### config.mk
export PLATFORM = sky130hd
export DESIGN_NAME = ext_unit
export DESIGN_NICKNAME = d
export VERILOG_FILES = /design/src/rtl/ext_pkg.sv /design/src/rtl/ext_core.sv /design/src/rtl/ext_unit.sv
export SDC_FILE = /design/constraint.sdc
export NUM_CORES = 1
export LEC_CHECK = 0
export CAP_MARGIN = 20
export CORE_UTILIZATION = 36
export DETAILED_ROUTE_END_ITERATION = 10
export PLACE_DENSITY = 0.84
export SLEW_MARGIN = 20
export SYNTH_ARGS = -nofsm -noshare
export SYNTH_HDL_FRONTEND = slang
export SYNTH_SLANG_ARGS = --single-unit
### constraint.sdc
create_clock -name vclk -period 3.3
set_clock_uncertainty 0.1 [all_clocks]
set_input_delay 0.66 -clock vclk [all_inputs]
set_output_delay 0.66 -clock vclk [all_outputs]
set_load 0.01 [all_outputs]
### src/rtl/ext_pkg.sv
// Shared encodings for the immediate-extension unit.
package ext_pkg;
  typedef enum logic [1:0] {
    EOP_SEXT = 2'b00,
    EOP_ZEXT = 2'b01,
    EOP_LUI  = 2'b10,
    EOP_BOFS = 2'b11
  } eop_t;
endpackage

### src/rtl/ext_core.sv
// Pure combinational immediate extension (sign/zero/load-upper/branch offset).
// Zero latency, no flow control; result is a function of imm and eop only.
module ext_core
  import ext_pkg::*;
#(
  parameter int IMM_W = 16,
  parameter int OUT_W = 32
) (
  input  logic [IMM_W-1:0] imm,
  input  logic [1:0]       eop,
  output logic [OUT_W-1:0] result
);

  logic [OUT_W-1:0] sext;

  assign sext = {{(OUT_W-IMM_W){imm[IMM_W-1]}}, imm};

  always_comb begin
    result = '0;
    case (eop_t'(eop))
      EOP_SEXT: result = sext;
      EOP_ZEXT: result = {{(OUT_W-IMM_W){1'b0}}, imm};
      EOP_LUI:  result = {imm, {(OUT_W-IMM_W){1'b0}}};
      // Shifting the sign-extended value discards the top two bits, which is the intended truncation.
      EOP_BOFS: result = sext << 2;
      default:  result = '0;
    endcase
  end

endmodule

### src/rtl/ext_unit.sv
// Immediate extension with valid gating and zero flag; EXT_OUTREG_EN registers outputs (1 cycle), else 0-cycle comb.
// No backpressure: one result per in_valid cycle; synchronous active-high reset drops in-flight results.
module ext_unit
  import ext_pkg::*;
#(
  parameter int IMM_W = 16,
  parameter int OUT_W = 32
) (
  input  logic             clk,
  input  logic             reset,
  input  logic             in_valid,
  input  logic [IMM_W-1:0] imm,
  input  logic [1:0]       EOp,
  output logic [OUT_W-1:0] ext,
  output logic             out_valid,
  output logic             ext_zero
);

  logic [IMM_W-1:0] imm_g;
  logic [1:0]       eop_g;
  logic [OUT_W-1:0] core_res;

  // Gate inputs so X on an unqualified imm/EOp never reaches the datapath.
  assign imm_g = in_valid ? imm : '0;
  assign eop_g = in_valid ? EOp : 2'b00;

  ext_core #(
    .IMM_W (IMM_W),
    .OUT_W (OUT_W)
  ) u_core (
    .imm    (imm_g),
    .eop    (eop_g),
    .result (core_res)
  );

`ifdef EXT_OUTREG_EN
  logic             out_valid_d, out_valid_q;
  logic [OUT_W-1:0] ext_d, ext_q;
  logic             ext_zero_d, ext_zero_q;

  always_comb begin
    out_valid_d = in_valid;
    ext_d       = in_valid ? core_res : '0;
    ext_zero_d  = in_valid && (core_res == '0);
  end

  always_ff @(posedge clk) begin
    if (reset) begin
      out_valid_q <= 1'b0;
      ext_q       <= '0;
      ext_zero_q  <= 1'b0;
    end else begin
      out_valid_q <= out_valid_d;
      ext_q       <= ext_d;
      ext_zero_q  <= ext_zero_d;
    end
  end

  assign out_valid = out_valid_q;
  assign ext       = ext_q;
  assign ext_zero  = ext_zero_q;
`else
  logic vld;

  assign vld       = in_valid & ~reset;
  assign out_valid = vld;
  assign ext       = vld ? core_res : '0;
  assign ext_zero  = vld && (core_res == '0);

  // Clock is otherwise unused in this build; the check documents the reset gating.
  reset_blocks_output: assert property (@(posedge clk) reset |-> !out_valid);
`endif

endmodule

==> results.py <==
metrics = {
    "run_status": {
        "status": "finished clean",
    },
    "die": {
        "core-area_mm2": 0.00196,
        "die-height_um": 47.5,
        "die_x_um": 47.5,
        "start_util_pct": 37.9,
        "io_pins": 55,
        "die_area_mm2": 0.00225,
        "rows": 16,
    },
    "detailed_routing": {
        "drtPass1Iterations": 4,
        "via_per_inst": 5.44,
        "ant_nets": 0,
        "routed-via-count": 1285,
        "drcViolationCount": 0,
        "route.final.wire_length_um": 3370,
        "wl_per_cell_um": 14.3,
        "drt_iter0_drc": 40,
    },
    "global_routing": {
        "grt_usage_pct": 27.8,
        "grt_pass1_vias": 1076,
        "antenna_found_initial": 0,
        "grt_start_max_net_pins": 33,
        "overflow": 0,
        "grt_pass1_wl_um": 4660,
    },
    "timing": {
        "slew_headroom_pct": 76.5,
        "setup_viol": 0,
        "post-route-period-util_pct": 99.2,
        "tightest_slew_ps": 346,
        "drv_slew": 0,
        "hold_viol": 0,
        "finalCriticalPeriod_ps": 3270,
        "fmax_mhz": 306,
    },
    "worst_hold_path": {
        "whs_path_depth": 5,
        "min_path_type": "in2out",
        "holdCritStartpoint": "imm[12]",
        "min_to": "ext[14]",
    },
    "logic_synthesis": {
        "synth_cell_types": 27,
        "ys_seq_area_share_pct": 0,
        "synth_area_um2": 744,
        "synth_fp_nets": 156,
        "synth_area_per_cell_um2": 5.51,
        "syn_inst": 135,
        "synth_top_area_cell": "a21oi_1",
        "yosys_warnings": 0,
        "yosys-top-cells-area": "a21oi_1 (19%), nor2_1 (17%), o21a_1 (13%)",
        "synth_top_area_share_pct": 19.5,
    },
    "layout": {
        "nets": 232,
        "clock_buffers": 0,
        "fill_cells": 126,
        "antenna_cells": 0,
        "final_layout_size_suffix_gt1_share_pct": 23.0,
        "ff_latch_area_um2": 0,
        "final_cell_mix": "nor2_1 (33), buf_4 (31), a21oi_1 (28), dlymetal6s2s_1 (25), clkdlybuf4s50_1 (22)",
        "area_growth_pct": 119,
        "fin_area_mm2": 0.00163,
        "flops_and_latches": 0,
        "mostFrequentLayoutCell": "nor2_1",
    },
    "clock_network": {
        "cts_hold_buf": 0,
    },
    "worst_setup_path": {
        "slowest_delay_ps": 500,
        "crit_required_ps": 2540,
        "path_class": "in2out",
        "critPathMaxFanout": 12,
        "worst_path_max_delay_cell": "clkdlybuf4s50_1",
        "crit_path_end_kind": "output port",
        "arrival_ps": 2510,
        "cp-start-kind": "input pin",
        "cp_cell_sequence": "clkdlybuf4s50_1 > buf_6 > nor3b_1 > o21ai_0 > a32o_2 > a2111oi_4 > buf_2",
    },
    "placement": {
        "post_dp_cell_area_mm2": 0.00153,
        "gp_congestion": 0.835,
        "port-buffer-count": 54,
        "dp_hpwl_um": 2380,
    },
    "flow_run": {
        "cap_violations": 0,
    },
    "power": {
        "peakVddDrop_uv": 70.6,
        "p_leak_uw": 0.00104,
        "power_uw": 189,
        "power_density_mw_per_mm2": 116,
    },
}
metrics by stage:
step | util (%) | hold slack (ps) | TNS [ps] | setup WS [ps] | std cells
2_1_floorplan | - | 1270 | 0 | 375 | 135
4_1_cts | 78.6 | 2060 | 0 | 1.80 | 236
3_5_place_dp | 77.7 | 2310 | -2860 | -648 | 236
5_1_grt | 83.0 | 1780 | -53.5 | -53.5 | 236
3_3_place_gp | 77.7 | 2290 | -2340 | -596 | 236
6_report | 83.0 | 1730 | 0 | 26.8 | 236
layout make-up:
type	count	area, um2	share of cell area, %
Tap cell	27	33.8	2.08
Timing Repair Buffer	89	862	53.0
Multi-Input combinational cell	118	724	44.5
Inverter	2	7.51	0.461
what timing repair did:
action	CTS	global route
pin swaps	4	4
hold endpoints to repair	0	0
gates resized for setup	18	36
setup endpoints to repair	29	26
setup buffers	0	0
Yosys cell counts (all sizes together):
| master | instances |
|---|---|
| a2111oi | 1 |
| nor2 | 33 |
| o21a | 13 |
| or4 | 2 |
| nor2b | 14 |
| o41ai | 1 |
| inv | 2 |
| and2 | 3 |
| o211ai | 1 |
| nand2b | 2 |
| nor4 | 1 |
| or3 | 1 |
| a31oi | 1 |
| clkbuf | 14 |
| a32o | 1 |
| o32a | 1 |
| nor3 | 1 |
| or4b | 1 |
| buf | 1 |
| a21bo | 1 |
| a21oi | 29 |
| o2111ai | 1 |
| o21ai | 4 |
| nor3b | 3 |
| o311ai | 1 |
| nand2 | 2 |
kinds of logic (layout without fill, tap and decap cells):
family,after synthesis,after routing,share of synthesized area (%)
AO/OA/AOI/OAI,55,55,48.4
buffers and inverters,17,91,8.57
AND/OR/NAND/NOR,63,63,43.0
worst max path at each step:
stage / depth (start not counted) / from / to
floorplan: 4 / imm[13] / ext_zero
global placement: 6 / imm[13] / ext_zero
detailed placement: 6 / imm[13] / ext_zero
CTS: 8 / EOp[0] / ext[14]
global route: 7 / EOp[1] / ext_zero
finish: 7 / EOp[1] / ext_zero
where the power goes:
group | internal (uW) | switching (uW) | total, uW
sequential | 0 | 0 | 0
combinational | 101 | 87.5 | 189
clock | 0 | 0 | 0
critical path: cells and delay by family:
kind / cells / cell delay [ps]
buffers and inverters: 3 / 840
AOI/OAI and AO/OA: 3 / 740
and+or+nand+nor: 1 / 280
routing by layer:
layer | part of all wire, % | GRT usage, % | routed length (um)
met5 | 0 | 0 | 0
met2 | 49 | 52.6 | 1660
met3 | 7.0 | 0.755 | 237
met1 | 41 | 35.3 | 1390
met4 | 2.3 | 4.00 | 78
No activity file was read; power rests on OpenSTA's default activity.
